--- config.mk ---
export PLATFORM = sky130hd
export DESIGN_NAME = mem_access_flat
export DESIGN_NICKNAME = d
export VERILOG_FILES = /design/src/rtl/mem_access_pkg.sv /design/src/rtl/mem_access_if.sv /design/src/rtl/mem_access_lane_steer.sv /design/src/rtl/mem_access.sv /design/src/flat_wrapper.sv
export SDC_FILE = /design/constraint.sdc
export NUM_CORES = 1
export LEC_CHECK = 0
export CORE_AREA = 2 2 144 111
export DETAILED_ROUTE_END_ITERATION = 12
export DIE_AREA = 0 0 146 113
export MAX_ROUTING_LAYER = met4
export PLACE_DENSITY = 0.77
export SKIP_CTS_REPAIR_TIMING = 1
export SLEW_MARGIN = 20
export SYNTH_ARGS = -nofsm -noshare
export SYNTH_HDL_FRONTEND = slang
export SYNTH_SLANG_ARGS = --single-unit
--- constraint.sdc ---
create_clock -name clk -period 2.4 [get_ports clk]
set_clock_uncertainty 0.15 [all_clocks]
set_input_delay 0.36 -clock clk [delete_from_list [all_inputs] [get_ports clk]]
set_output_delay 0.36 -clock clk [all_outputs]
set_load 0.02 [all_outputs]
--- src/rtl/mem_access_pkg.sv ---
// Shared types for the memory-access stage: core state code, decoded instruction
// flags, FSM encoding and access-size helpers.
package mem_access_pkg;

  localparam logic [2:0] MEM = 3'd3;

  typedef struct packed {
    logic lb;
    logic lh;
    logic lw;
    logic lbu;
    logic lhu;
    logic flw;
    logic sb;
    logic sh;
    logic sw;
    logic fsw;
  } instructions;

  typedef logic [1:0] mem_fsm_t;
  localparam mem_fsm_t FsmIdle = 2'd0;
  localparam mem_fsm_t FsmReq  = 2'd1;
  localparam mem_fsm_t FsmDone = 2'd2;

  typedef enum logic [1:0] {
    SzByte,
    SzHalf,
    SzWord
  } mem_size_t;

  function automatic mem_size_t op_size(instructions i);
    if (i.lw || i.flw || i.sw || i.fsw) return SzWord;
    if (i.lh || i.lhu || i.sh) return SzHalf;
    return SzByte;
  endfunction

  function automatic logic is_aligned(mem_size_t sz, logic [1:0] off);
    case (sz)
      SzWord:  return off == 2'b00;
      SzHalf:  return !off[0];
      default: return 1'b1;
    endcase
  endfunction

endpackage

--- src/rtl/mem_access_if.sv ---
// Request/acknowledge data-memory bus between the memory-access stage and data memory.
interface mem_access_if #(
  parameter int unsigned ADDR_W = 16
);
  logic              mem_req;
  logic [3:0]        mem_we;
  logic [ADDR_W-1:0] mem_addr;
  logic [31:0]       mem_wdata;
  logic              mem_ack;
  logic [31:0]       mem_rdata;

  modport master (
    output mem_req, mem_we, mem_addr, mem_wdata,
    input  mem_ack, mem_rdata
  );

  modport slave (
    input  mem_req, mem_we, mem_addr, mem_wdata,
    output mem_ack, mem_rdata
  );
endinterface

--- src/rtl/mem_access_lane_steer.sv ---
// Little-endian byte-lane steering: store replication / byte enables and load
// lane extraction with sign or zero extension.
module mem_access_lane_steer
  import mem_access_pkg::*;
(
  input  mem_size_t   size,
  input  logic        sign_ext,
  input  logic [1:0]  offset,
  input  logic [31:0] store_data,
  input  logic [31:0] rdata,
  output logic [3:0]  we,
  output logic [31:0] wdata,
  output logic [31:0] load_data
);

  logic [7:0]  rd_byte;
  logic [15:0] rd_half;

  assign rd_byte = rdata[{offset, 3'b000} +: 8];
  assign rd_half = rdata[{offset[1], 4'b0000} +: 16];

  always_comb begin
    we        = 4'b1111;
    wdata     = store_data;
    load_data = rdata;
    case (size)
      SzByte: begin
        we        = 4'b0001 << offset;
        wdata     = {4{store_data[7:0]}};
        load_data = {{24{sign_ext & rd_byte[7]}}, rd_byte};
      end
      SzHalf: begin
        we        = offset[1] ? 4'b1100 : 4'b0011;
        wdata     = {2{store_data[15:0]}};
        load_data = {{16{sign_ext & rd_half[15]}}, rd_half};
      end
      default: begin
        we        = 4'b1111;
        wdata     = store_data;
        load_data = rdata;
      end
    endcase
  end

endmodule

--- src/rtl/mem_access.sv ---
// Memory-access pipeline stage: one load or store per MEM visit over a req/ack bus,
// with alignment checking, ack timeout and writeback forwarding.
module mem_access
  import mem_access_pkg::*;
#(
  parameter int unsigned ADDR_W  = 16,
  parameter int unsigned TIMEOUT = 255
) (
  input  logic         clk,
  input  logic         rstn,
  input  logic [2:0]   state,
  input  instructions  instr,
  input  logic [31:0]  result,
  input  logic [31:0]  rs2_v,
  input  logic [31:0]  frs2_v,
  input  logic         mem_read_enabled,
  input  logic         mem_write_enabled,
  input  logic         reg_write_enabled_in,
  input  logic         freg_write_enabled_in,
  input  logic [4:0]   write_dest_in,
  mem_access_if.master mem,
  output logic [31:0]  wb_data,
  output logic         reg_write_enabled,
  output logic         freg_write_enabled,
  output logic [4:0]   write_dest,
  output logic         done,
  output logic         misaligned,
  output logic         bus_error
);

  localparam int unsigned CntW = (TIMEOUT > 0) ? $clog2(TIMEOUT + 1) : 1;

  mem_fsm_t          fsm_q, fsm_d;
  logic              req_q, req_d;
  logic [3:0]        we_q, we_d;
  logic [ADDR_W-1:0] addr_q, addr_d;
  logic [31:0]       wdata_q, wdata_d;
  logic [31:0]       wb_q, wb_d;
  logic              reg_we_q, reg_we_d;
  logic              freg_we_q, freg_we_d;
  logic [4:0]        dest_q, dest_d;
  logic              done_q, done_d;
  logic              mis_q, mis_d;
  logic              berr_q, berr_d;
  logic [CntW-1:0]   cnt_q, cnt_d;
  logic              is_read_q, is_read_d;
  mem_size_t         size_q, size_d;
  logic              sgn_q, sgn_d;
  logic [1:0]        off_q, off_d;
  logic              reg_in_q, reg_in_d;
  logic              freg_in_q, freg_in_d;

  mem_size_t   cur_size;
  logic        cur_sgn;
  logic        mem_op;
  logic        in_idle;
  logic [CntW-1:0] cnt_inc;
  logic        timeout_hit;
  logic [31:0] store_data;

  mem_size_t   steer_size;
  logic        steer_sgn;
  logic [1:0]  steer_off;
  logic [3:0]  steer_we;
  logic [31:0] steer_wdata;
  logic [31:0] load_data;

  logic unused_instr;
  assign unused_instr = instr.lbu ^ instr.sb;

  assign cur_size    = op_size(instr);
  assign cur_sgn     = instr.lb | instr.lh;
  assign mem_op      = mem_read_enabled | mem_write_enabled;
  assign store_data  = instr.fsw ? frs2_v : rs2_v;
  assign in_idle     = fsm_q == FsmIdle;
  assign cnt_inc     = cnt_q + CntW'(1);
  assign timeout_hit = (TIMEOUT != 0) && (cnt_inc == CntW'(TIMEOUT));

  // Store steering uses the live inputs in IDLE; load extraction uses the latched op.
  assign steer_size = in_idle ? cur_size : size_q;
  assign steer_sgn  = in_idle ? cur_sgn : sgn_q;
  assign steer_off  = in_idle ? result[1:0] : off_q;

  mem_access_lane_steer u_lane_steer (
    .size       (steer_size),
    .sign_ext   (steer_sgn),
    .offset     (steer_off),
    .store_data (store_data),
    .rdata      (mem.mem_rdata),
    .we         (steer_we),
    .wdata      (steer_wdata),
    .load_data  (load_data)
  );

  always_comb begin
    fsm_d     = fsm_q;
    req_d     = req_q;
    we_d      = we_q;
    addr_d    = addr_q;
    wdata_d   = wdata_q;
    wb_d      = wb_q;
    reg_we_d  = reg_we_q;
    freg_we_d = freg_we_q;
    dest_d    = dest_q;
    done_d    = done_q;
    mis_d     = mis_q;
    berr_d    = berr_q;
    cnt_d     = cnt_q;
    is_read_d = is_read_q;
    size_d    = size_q;
    sgn_d     = sgn_q;
    off_d     = off_q;
    reg_in_d  = reg_in_q;
    freg_in_d = freg_in_q;

    case (fsm_q)
      FsmIdle: begin
        if (state == MEM) begin
          mis_d     = 1'b0;
          berr_d    = 1'b0;
          dest_d    = write_dest_in;
          is_read_d = mem_read_enabled;
          size_d    = cur_size;
          sgn_d     = cur_sgn;
          off_d     = result[1:0];
          reg_in_d  = reg_write_enabled_in;
          freg_in_d = freg_write_enabled_in;
          cnt_d     = '0;
          if (!mem_op) begin
            wb_d      = result;
            reg_we_d  = reg_write_enabled_in;
            freg_we_d = freg_write_enabled_in;
            done_d    = 1'b1;
            fsm_d     = FsmDone;
          end else if (!is_aligned(cur_size, result[1:0])) begin
            mis_d     = 1'b1;
            wb_d      = '0;
            reg_we_d  = 1'b0;
            freg_we_d = 1'b0;
            done_d    = 1'b1;
            fsm_d     = FsmDone;
          end else begin
            req_d     = 1'b1;
            addr_d    = result[ADDR_W+1:2];
            we_d      = mem_read_enabled ? 4'b0000 : steer_we;
            wdata_d   = mem_read_enabled ? 32'h0 : steer_wdata;
            wb_d      = '0;
            reg_we_d  = 1'b0;
            freg_we_d = 1'b0;
            fsm_d     = FsmReq;
          end
        end
      end
      FsmReq: begin
        // Ack wins over a timeout landing in the same cycle.
        if (mem.mem_ack) begin
          req_d  = 1'b0;
          done_d = 1'b1;
          fsm_d  = FsmDone;
          if (is_read_q) begin
            wb_d      = load_data;
            reg_we_d  = reg_in_q;
            freg_we_d = freg_in_q;
          end
        end else if (timeout_hit) begin
          req_d  = 1'b0;
          berr_d = 1'b1;
          done_d = 1'b1;
          fsm_d  = FsmDone;
        end else begin
          cnt_d = cnt_inc;
        end
      end
      FsmDone: begin
        if (state != MEM) begin
          done_d = 1'b0;
          fsm_d  = FsmIdle;
        end
      end
      default: fsm_d = FsmIdle;
    endcase
  end

  always_ff @(posedge clk) begin
    if (!rstn) begin
      fsm_q     <= FsmIdle;
      req_q     <= 1'b0;
      we_q      <= '0;
      addr_q    <= '0;
      wdata_q   <= '0;
      wb_q      <= '0;
      reg_we_q  <= 1'b0;
      freg_we_q <= 1'b0;
      dest_q    <= '0;
      done_q    <= 1'b0;
      mis_q     <= 1'b0;
      berr_q    <= 1'b0;
      cnt_q     <= '0;
      is_read_q <= 1'b0;
      size_q    <= SzByte;
      sgn_q     <= 1'b0;
      off_q     <= '0;
      reg_in_q  <= 1'b0;
      freg_in_q <= 1'b0;
    end else begin
      fsm_q     <= fsm_d;
      req_q     <= req_d;
      we_q      <= we_d;
      addr_q    <= addr_d;
      wdata_q   <= wdata_d;
      wb_q      <= wb_d;
      reg_we_q  <= reg_we_d;
      freg_we_q <= freg_we_d;
      dest_q    <= dest_d;
      done_q    <= done_d;
      mis_q     <= mis_d;
      berr_q    <= berr_d;
      cnt_q     <= cnt_d;
      is_read_q <= is_read_d;
      size_q    <= size_d;
      sgn_q     <= sgn_d;
      off_q     <= off_d;
      reg_in_q  <= reg_in_d;
      freg_in_q <= freg_in_d;
    end
  end

  assign mem.mem_req       = req_q;
  assign mem.mem_we        = we_q;
  assign mem.mem_addr      = addr_q;
  assign mem.mem_wdata     = wdata_q;
  assign wb_data           = wb_q;
  assign reg_write_enabled = reg_we_q;
  assign freg_write_enabled = freg_we_q;
  assign write_dest        = dest_q;
  assign done              = done_q;
  assign misaligned        = mis_q;
  assign bus_error         = berr_q;

endmodule

--- src/flat_wrapper.sv ---
// flat-port wrapper written by rule: the top's interface ports become plain ports
module mem_access_flat import mem_access_pkg::*;
#(
  parameter int unsigned ADDR_W  = 16,
  parameter int unsigned TIMEOUT = 255
)
  (clk, rstn, state, instr, result, rs2_v, frs2_v, mem_read_enabled, mem_write_enabled, reg_write_enabled_in, freg_write_enabled_in, write_dest_in, wb_data, reg_write_enabled, freg_write_enabled, write_dest, done, misaligned, bus_error, mem_mem_req, mem_mem_we, mem_mem_addr, mem_mem_wdata, mem_mem_ack, mem_mem_rdata);
  mem_access_if #(.ADDR_W(ADDR_W)) mem_i ();
  input  logic clk;
  input  logic rstn;
  input  logic [2:0] state;
  input  instructions instr;
  input  logic [31:0] result;
  input  logic [31:0] rs2_v;
  input  logic [31:0] frs2_v;
  input  logic mem_read_enabled;
  input  logic mem_write_enabled;
  input  logic reg_write_enabled_in;
  input  logic freg_write_enabled_in;
  input  logic [4:0] write_dest_in;
  output logic [31:0] wb_data;
  output logic reg_write_enabled;
  output logic freg_write_enabled;
  output logic [4:0] write_dest;
  output logic done;
  output logic misaligned;
  output logic bus_error;
  output wire logic [$bits(mem_i.mem_req)-1:0] mem_mem_req;
  output wire logic [$bits(mem_i.mem_we)-1:0] mem_mem_we;
  output wire logic [$bits(mem_i.mem_addr)-1:0] mem_mem_addr;
  output wire logic [$bits(mem_i.mem_wdata)-1:0] mem_mem_wdata;
  input wire logic [$bits(mem_i.mem_ack)-1:0] mem_mem_ack;
  input wire logic [$bits(mem_i.mem_rdata)-1:0] mem_mem_rdata;
  assign mem_mem_req = mem_i.mem_req;
  assign mem_mem_we = mem_i.mem_we;
  assign mem_mem_addr = mem_i.mem_addr;
  assign mem_mem_wdata = mem_i.mem_wdata;
  assign mem_i.mem_ack = mem_mem_ack;
  assign mem_i.mem_rdata = mem_mem_rdata;
  mem_access #(.ADDR_W(ADDR_W), .TIMEOUT(TIMEOUT)) u_core (.clk(clk), .rstn(rstn), .state(state), .instr(instr), .result(result), .rs2_v(rs2_v), .frs2_v(frs2_v), .mem_read_enabled(mem_read_enabled), .mem_write_enabled(mem_write_enabled), .reg_write_enabled_in(reg_write_enabled_in), .freg_write_enabled_in(freg_write_enabled_in), .write_dest_in(write_dest_in), .mem(mem_i), .wb_data(wb_data), .reg_write_enabled(reg_write_enabled), .freg_write_enabled(freg_write_enabled), .write_dest(write_dest), .done(done), .misaligned(misaligned), .bus_error(bus_error));
endmodule
==> flow_summary.yaml <==
drt:
  viasPerCell: 5.432
  vias: 6643
  ant_nets: 0
  dr.first_iter.drc_count: 456
  highest_layer: "met4"
  drc: 0
  wl_met1_um: 9300
  wl_met2_um: 11000
  route.detailed.wl_per_inst_um: 18.43
  wl_met3_um: 1883
  wirelength_um: 22540
  firstDrtPassIters: 8
pwr:
  power_frac_clock: 0.482
  swShare: 0.2646
  leakage_nw: 3.655
  peakVddDrop_v: 0.0005805
  seqPwrFrac: 0.362
  p_switching_mw: 1.413
  pwr-share-comb: 0.156
  power_density_mw_per_mm2: 547.5
  p_int_mw: 3.928
sta:
  hold_viol: 0
  worstMarginPinSlew_ps: 574.3
  fin_crit_ps: 2366
  fin_crit_sh: 0.9859
  slew_headroom: 0.6171
  finalSetupViolCount: 0
  whs_ps: 263.5
  slew_viol_final: 0
  rsz0062_at_grt: "yes"
  max_freq_mhz: 422.6
  layout_setup_ws_ps: 33.72
worst_setup_path:
  endpoint: "u_core.wb_data[17]"
  required_ps: 2570
  worstSetupStartpointType: "flop"
  cp.arrival_ps: 2530
  crit_path_cell_trace: "or3b_4 > and2_4 > mux4_2 > o311ai_4 > buf_12 > a21oi_1 > o31ai_1"
  r2r_slack_ps: 30
  setup.worst_path.end_class: "flop"
  cp_slowest_cell: "mux4_2"
  r2r-end: "u_core.wb_data[17]"
  max_stage_delay_ps: 440
  critPathLaunch: "u_core.fsm_q[1]"
  cp_max_fo: 16
  r2r_cells: 7
  crit_type: "flop to flop"
  reg2reg_from: "u_core.fsm_q[1]"
clocking:
  clock-root-buffer: "clkbuf_16"
  cts_tree: "built"
  clkTransAtPathRegs_ps: 60
  cts.sinks: 113
  cts-htree-levels: 4
  clk_path_buf_depth: 2
  numCtsBuffers: 17
  clk_latency_ps: 400
placement:
  io_buffers: 245
  placedInstanceArea_mm2: 0.008975
  pre_cts_ws_ps: -816.0
  gp_congestion: 0.8949
  post-dp-hpwl_um: 16860
outcome:
  status: "finished clean"
cells_and_area:
  fin_area_mm2: 0.009756
  fillers: 1289
  layout-drive-gt1-share: 0.2053
  final_core_util: 0.6491
  area_delta_synth_final_pct: 67.97
  nets: 1160
  n_antenna_cell: 0
floorplanning:
  num_rows: 39
  die_y_um: 113
  initial_core_util: 0.3864
  core_area_mm2: 0.01503
  die_w_um: 146
  io_pins: 248
  die_area_mm2: 0.01650
grt:
  grt_max_degree: 51
  grt_pass1_vias: 6571
  overflow: 0
  grt_pass1_wl_um: 35230
  antenna_found_initial: 0
  grt_use_total: 0.2752
worst_hold_path:
  min_path_type: "input port to flop"
synthesis:
  ys_seq_elements: 113
  yosysSeqAreaShare: 0.3895
  async_flop_share: 0
  synth_cell_types: 67
  ys.flop_type: "dfxtp_1"
  synth_edf_count: 0
  yosysWarnings: 0
  synth_area_per_cell_um2: 8.192
  syn-num-nets: 864
  synthCells: 709
  netlist_area_mm2: 0.005808
run:
  maxCapViolCount: 0
-- synthesized netlist by cell type (all sizes together) (4+ instances only) --
library cell / number / share of area
inv: 7 / 0.0045
and2: 6 / 0.0069
a22oi: 10 / 0.013
clkbuf: 37 / 0.024
nor2: 66 / 0.043
dfxtp: 113 / 0.39
o211ai: 12 / 0.016
o22ai: 10 / 0.011
nor4: 4 / 0.0054
nand3: 19 / 0.016
a2111oi: 8 / 0.012
mux2i: 10 / 0.017
mux2: 31 / 0.060
a31oi: 8 / 0.0086
buf: 19 / 0.021
a21oi: 95 / 0.089
o31ai: 18 / 0.032
nor3: 8 / 0.0078
a222oi: 7 / 0.012
o21ai: 38 / 0.033
and3: 5 / 0.0056
a221oi: 10 / 0.015
nand2: 114 / 0.074
nand4: 6 / 0.0065
-- state kept, by name (all words and copies together), names as in the netlist, 2 cells and up --
register	cells
u_core.off_q	2
u_core.fsm_q	2
u_core.mem.mem_we	4
u_core.wb_data	32
u_core.cnt_q	8
u_core.size_q	2
u_core.mem.mem_addr	16
u_core.write_dest	5
u_core.mem.mem_wdata	32
-- layout make-up --
cell class	instances	area, um2	share of cell area
inverters	8	30.03	0.003078
repair buffers	333	3201	0.3281
well taps	205	256.5	0.02629
clock buffers	17	425.4	0.04361
flip-flops and latches	113	2267	0.2324
multi-input cells	532	3401	0.3486
clock inverters	15	175.2	0.01796
-- critical path, delay by kind of cell (launching register included) --
family / cells / cell delay (ps)
muxes: 1 / 440
and+or+nand+nor: 2 / 550
AOI/OAI and AO/OA: 3 / 540
buffers and inverters: 1 / 200
DFF: 1 / 370
-- per-stage QoR --
stage | TNS [ps] | cells | total power, mW
floorplan | 0 | 709 | 2.286
global placement | -27460 | 1188 | 2.772
detailed placement | -32000 | 1188 | 2.777
CTS | -5930 | 1220 | 5.349
global route | -138.5 | 1223 | 5.524
finish | 0 | 1223 | 5.341
-- cell usage in the layout, fill, tap and decap left out, drive strengths merged, types with 5 or more instances in the layout --
cell type      instances
nand2                114
clkdlybuf4s50        240
dfxtp                113
and3                   5
buf                   89
and2                   6
nand3                 19
o211ai                12
mux2                  31
a222oi                 7
clkbuf                17
a21oi                 95
o21ai                 38
nor2                  66
a22oi                 10
mux2i                 10
nor3                   8
inv                   15
a221oi                10
o31ai                 18
o22ai                 10
a2111oi                8
nand4                  6
clkinv                 5
a31oi                  8
-- power by group through the flow --
stage                     combinational [mW]  sequential (mW)  clock, mW
after detailed placement               0.804             1.97          0
after global routing                   0.890             1.93       2.70
final                                  0.833             1.93       2.57
after global placement                 0.800             1.97          0
after CTS                              0.810             1.93       2.61
after floorplan                        0.280             2.01          0
-- worst min-delay path by stage --
stage,startpoint,to,slack (ps),cells past startpoint
floorplan,u_core.freg_in_q,u_core.freg_in_q,290,2
global placement,u_core.mem.mem_wdata[30],u_core.mem.mem_wdata[30],280,2
detailed placement,u_core.mem.mem_wdata[30],u_core.mem.mem_wdata[30],290,2
CTS,u_core.mem.mem_wdata[24],u_core.mem.mem_wdata[24],300,2
global route,result[1],u_core.off_q[1],260,4
finish,result[1],u_core.off_q[1],260,4
-- cells by family after synthesis --
group | synth area share
adder cells (fa/ha/maj) | 0.004308
XOR/XNOR | 0.001508
AO/OA/AOI/OAI | 0.2755
AND/OR/NAND/NOR | 0.1937
multiplexers | 0.08574
buffers and inverters | 0.04976
flip-flops | 0.3895
-- layer usage --
metal / up-vias / track usage
li1: 3184 / -
met1: 3144 / 0.3335
met2: 284 / 0.4601
met3: 31 / 0.07621
met4: 0 / 0.06343
met5: - / -
Power figures use the tool's default switching activity.
